<file path="src/rtl/ama_riscv_hazard_unit.sv">
// ama_riscv_hazard_unit
//   Pipeline hazard control for a 5-stage RISC-V core. Tracks the destination
//   and type of the instruction in EX, and from that plus the ID operands,
//   the branch outcome and data-memory handshake it decides stalls, bubbles
//   and flushes. It also counts stall cycles.
//
// Ports
//   clk, rst_n           : clock, synchronous active-low reset
//   rs1_id/rs2_id        : ID source indices, qualified by rs*_used_id
//   rd_id, reg_we_id     : ID destination and its write enable
//   load_inst_id         : ID instruction is a load
//   mem_inst_id          : ID instruction is a load or store
//   branch_taken_ex      : EX instruction redirects the PC
//   dmem_ready           : data memory accepts/completes the EX access
//   rd_ex, reg_we_ex     : tracked EX destination (to forwarding logic)
//   stall_if, stall_id   : hold PC / hold IF-ID register
//   bubble_ex            : insert a NOP into EX on the next edge
//   flush_id             : kill the ID instruction
//   stall_cnt            : saturating count of cycles with stall_if high
module ama_riscv_hazard_unit (
  input  logic        clk,
  input  logic        rst_n,
  input  logic [4:0]  rs1_id,
  input  logic [4:0]  rs2_id,
  input  logic        rs1_used_id,
  input  logic        rs2_used_id,
  input  logic [4:0]  rd_id,
  input  logic        reg_we_id,
  input  logic        load_inst_id,
  input  logic        mem_inst_id,
  input  logic        branch_taken_ex,
  input  logic        dmem_ready,
  output logic [4:0]  rd_ex,
  output logic        reg_we_ex,
  output logic        stall_if,
  output logic        stall_id,
  output logic        bubble_ex,
  output logic        flush_id,
  output logic [15:0] stall_cnt
);

  typedef enum logic {RUN, MEM_WAIT} state_t;

  typedef struct packed {
    logic [4:0] rd;
    logic       we;
    logic       load;
    logic       mem;
  } ex_t;

  state_t state, state_nxt;
  ex_t    ex_q, ex_d;
  logic   mem_busy, rs1_hit, rs2_hit, load_use;

  assign rd_ex     = ex_q.rd;
  assign reg_we_ex = ex_q.we;

  // The EX memory access is still outstanding; mem_ex stays set through
  // MEM_WAIT because the tracking registers are frozen by stall_id.
  assign mem_busy = ex_q.mem & ~dmem_ready;

  assign rs1_hit  = rs1_used_id & (rs1_id == ex_q.rd);
  assign rs2_hit  = rs2_used_id & (rs2_id == ex_q.rd);
  // rd_ex != 0 also covers a zero source index: a hit on x0 needs rd_ex == 0.
  assign load_use = (state == RUN) & ex_q.load & ex_q.we &
                    (ex_q.rd != 5'd0) & (rs1_hit | rs2_hit);

  // Control outputs and next state. Memory wait beats branch beats load-use;
  // a branch seen while waiting is only acted on once dmem_ready arrives.
  always_comb begin
    stall_if  = 1'b0;
    stall_id  = 1'b0;
    bubble_ex = 1'b0;
    flush_id  = 1'b0;
    state_nxt = state;
    if (!rst_n) begin
      bubble_ex = 1'b1;
      state_nxt = RUN;
    end else begin
      if (mem_busy) begin
        stall_if = 1'b1;
        stall_id = 1'b1;
      end else if (branch_taken_ex) begin
        flush_id  = 1'b1;
        bubble_ex = 1'b1;
      end else if (load_use) begin
        stall_if  = 1'b1;
        stall_id  = 1'b1;
        bubble_ex = 1'b1;
      end
      case (state)
        RUN:      if (mem_busy)   state_nxt = MEM_WAIT;
        MEM_WAIT: if (dmem_ready) state_nxt = RUN;
        default:                  state_nxt = RUN;
      endcase
    end
  end

  // EX tracking: a bubble clears it, an ID stall (which covers every
  // waiting cycle of MEM_WAIT) holds it, otherwise it follows ID.
  always_comb begin
    ex_d = ex_q;
    if (bubble_ex)
      ex_d = '0;
    else if (!stall_id)
      ex_d = '{rd: rd_id, we: reg_we_id, load: load_inst_id, mem: mem_inst_id};
  end

  always_ff @(posedge clk) begin
    if (!rst_n) begin
      state     <= RUN;
      ex_q      <= '0;
      stall_cnt <= '0;
    end else begin
      state <= state_nxt;
      ex_q  <= ex_d;
      if (stall_if && (stall_cnt != 16'hFFFF))
        stall_cnt <= stall_cnt + 16'd1;
    end
  end

endmodule

</file>
<file path="config.mk">
export PLATFORM = sky130hd
export DESIGN_NAME = ama_riscv_hazard_unit
export DESIGN_NICKNAME = d
export VERILOG_FILES = /design/src/rtl/ama_riscv_hazard_unit.sv
export SDC_FILE = /design/constraint.sdc
export NUM_CORES = 1
export LEC_CHECK = 0
export BUFFER_PORTS_ARGS = -buffer_cell sky130_fd_sc_hd__buf_2
export CAP_MARGIN = 20
export CORE_MARGIN = 4
export CORE_UTILIZATION = 40
export CTS_CLUSTER_SIZE = 25
export DETAILED_ROUTE_END_ITERATION = 12
export PLACE_DENSITY = 0.67
export SLEW_MARGIN = 20
export SYNTH_ARGS = -nofsm -noshare
export SYNTH_HDL_FRONTEND = slang
export SYNTH_SLANG_ARGS = --single-unit
</file>
<file path="constraint.sdc">
create_clock -name clk -period 2.1 [get_ports clk]
set_input_delay 0.105 -clock clk [delete_from_list [all_inputs] [get_ports clk]]
set_output_delay 0.105 -clock clk [all_outputs]
set_load 0.005 [all_outputs]
</file>
==> metrics.txt <==
clk root buf=clkbuf_4; Post-Route Utilization=55.1%; post-synth net total=~180; final standard cell area without fillers=between 1500 and 2000 um2; post-synth top area share=between 30 and 40%; FMAX=around 0.5 GHz; largest net degree at the start of global routing=29; #FFs+latches synth=25; Placement Setup Slack=around 0.14 ns; die area=approximately 4400 um2; Area contributors post-synth=dfxtp_1 (37%), xnor2_1 (6.5%), a21oi_1 (5.5%); Via Count=approximately 1300; Crit. End Element=flop; Inserted Diodes=0; worst hold slack=~0.024 ns; EDFF count, synth=0; core area=approximately 3200 um2; Period minus WS final=between 1.5 and 2 ns; register area share after synthesis=36.9%; wirelength, routed=3.33 mm; initial antenna violation count=0; Syn. warnings=0; CTS H-tree depth=1; worst-case clock skew=0.00108 ns; syn avg cell area=8.80 um2; Antenna Nets Post-Route=0; CTS Buffer Depth=2; post-detail-place hpwl=roughly 2.5 mm; 1st-pass router iterations=4; CP startpoint kind=flop; Final Hold Fails=0; Die Y=approximately 66 um; initial core utilization=43.0%; relative slew slack=72.1%; Critical Path, Cell by Cell=ha_2 > nand4_1 > nor4_2 > nor3b_2 > a21oi_4 > buf_12 > or4_1 > a21oi_1; TritonCTS Sinks=25; RSZ-0062 raised after global routing=false; WP data required=around 2.4 ns; power per cell area=about 470 nW/um2; synthesis-to-layout area growth=28.2%; Max Fanout on Critical Path=28; setup ws final=0.123 ns; GRT Util Overall=approximately 16%; Setup TNS Final=0 ns; Area after DPL=1620 um2; Iter 0 DRT Violations=between 40 and 50; crit path kind=reg2reg; Die X=around 66 um; placed cell count=between 200 and 250; Yosys top cell by area=dfxtp_1; Slew @ Worst Pin=approximately 0.42 ns; library cells used by synthesis=39; CTS Buf Count=3; Site Rows=20; final cell count without fillers=~250; leak pwr=between 0.6 and 0.7 nW; MaxCap Viol Count=0; Synth async-reset ratio=0%; DRC=0; worst-skew pair later-pin latency=between 0.3 and 0.4 ns; Final GP Congestion=0.811; Nets=around 230; share of post-route cells with drive strength above 1=between 30 and 40%; vias in the first global route=between 1000 and 1500; slowest CP cell=or4_1; first-pass GRT wire length=between 5 and 6 mm; Final Setup Violations=0; Worst Hold Class=in2reg; grt ovf=0; Top Ports=50; Post-Syn Instances=about 150; Port Buffers=49; post-DR wirelength/cell=around 13 um; Period Utilization, post-route=a little over nine tenths; vias per cell=around 5.3; Reg clk slew, reported paths=between 0.1 and 0.15 ns; outcome=completed; Synth Cell Area=roughly 1400 um2; Primary FF master, synth=dfxtp_1; Pins Over Slew Limit=0; Peak VDD IR=approximately 0.0003 V; Total Power=0.823 mW; Slowest Stage Delay on Critical Path=roughly 0.50 ns; CTS tree=built; critical path arrival=2.24 ns
Yosys cell counts, types with 2 or more instances:
| library cell | count |
|---|---|
| buf_6 | 2 |
| dfxtp_1 | 25 |
| nor2_1 | 10 |
| xnor2_1 | 10 |
| o21ai_0 | 2 |
| buf_4 | 6 |
| a22o_1 | 5 |
| clkbuf_1 | 3 |
| or3_1 | 5 |
| nand3_1 | 8 |
| mux2i_1 | 2 |
| o21a_1 | 2 |
| and3_1 | 3 |
| nand2b_1 | 2 |
| nand2_1 | 10 |
| o21ai_1 | 5 |
| o31ai_1 | 7 |
| nand4_1 | 7 |
| a21oi_1 | 15 |
| or4_1 | 6 |
critical path, delay by kind of cell, from the launching register on:
kind | cells | cell delay [ns]
and+or+nand+nor | 4 | 0.95
DFF | 1 | 0.38
AOI/OAI and AO/OA | 2 | 0.24
adders and majority gates | 1 | 0.18
buffers and inverters | 1 | 0.16
registers in the layout (all words and copies together) (netlist names):
signal,flops
ex_q,2
rd_ex,5
state,1
reg_we_ex,1
stall_cnt,16
worst paths after layout:
path	cells after the start	to	slack (ns)	start
worst max-delay path	8	stall_cnt[15]	0.12	stall_cnt[1]
worst min-delay path	3	reg_we_ex	0.02	reg_we_id
worst max register to register	8	stall_cnt[15]	0.12	stall_cnt[1]
worst min register to register	2	reg_we_ex	0.48	reg_we_ex
layout make-up:
cell class | instances | area (um2)
clock buffers | 3 | 22.5
inverters | 2 | 7.51
flip-flops and latches | 25 | 510
fillers | 320 | 1420
multi-input cells | 116 | 771
repair buffers | 61 | 365
well taps | 44 | 55.1
clock inverters | 1 | 5.00
logic make-up after synthesis:
group	after synthesis	synth area share, %
and+or+nand+nor	61	26.0
AOI/OAI and AO/OA	41	21.1
DFF	25	36.9
buffers and inverters	13	6.37
xor gates and xnor gates	11	7.11
muxes	2	1.48
adders and majority gates	1	0.923
what timing repair did:
action,CTS,global route
hold buffers,7,0
setup endpoints to repair,0,6
hold endpoints to repair,7,0
buffers inserted,0,1
resized for setup,0,8
cells in the final DEF (no fill, tap or decap), types with 6 or more instances in the layout:
cell	n
nand3_1	8
or4_1	6
a21oi_1	15
o31ai_1	7
xnor2_1	10
dlygate4sd3_1	7
nand2_1	10
nor2_1	10
nand4_1	7
buf_2	49
dfxtp_1	19
where the power goes:
group          total (mW)  leakage [nW]  internal, mW  switching, mW
registers           0.493         0.206         0.483        0.00984
clock network       0.218        0.0177        0.0713          0.147
logic               0.112         0.467        0.0610         0.0513
total               0.823         0.690         0.615          0.208
layer usage:
metal  share of wire (%)  vias to the layer above  track usage, %
met5                   0                        -               0
met4                0.27                        0            1.78
met3                 5.9                        2            5.10
met2                  49                       34            28.0
met1                  45                      622            18.3
li1                    -                      678               -
Note: power is estimated with default switching activity, not from simulation.
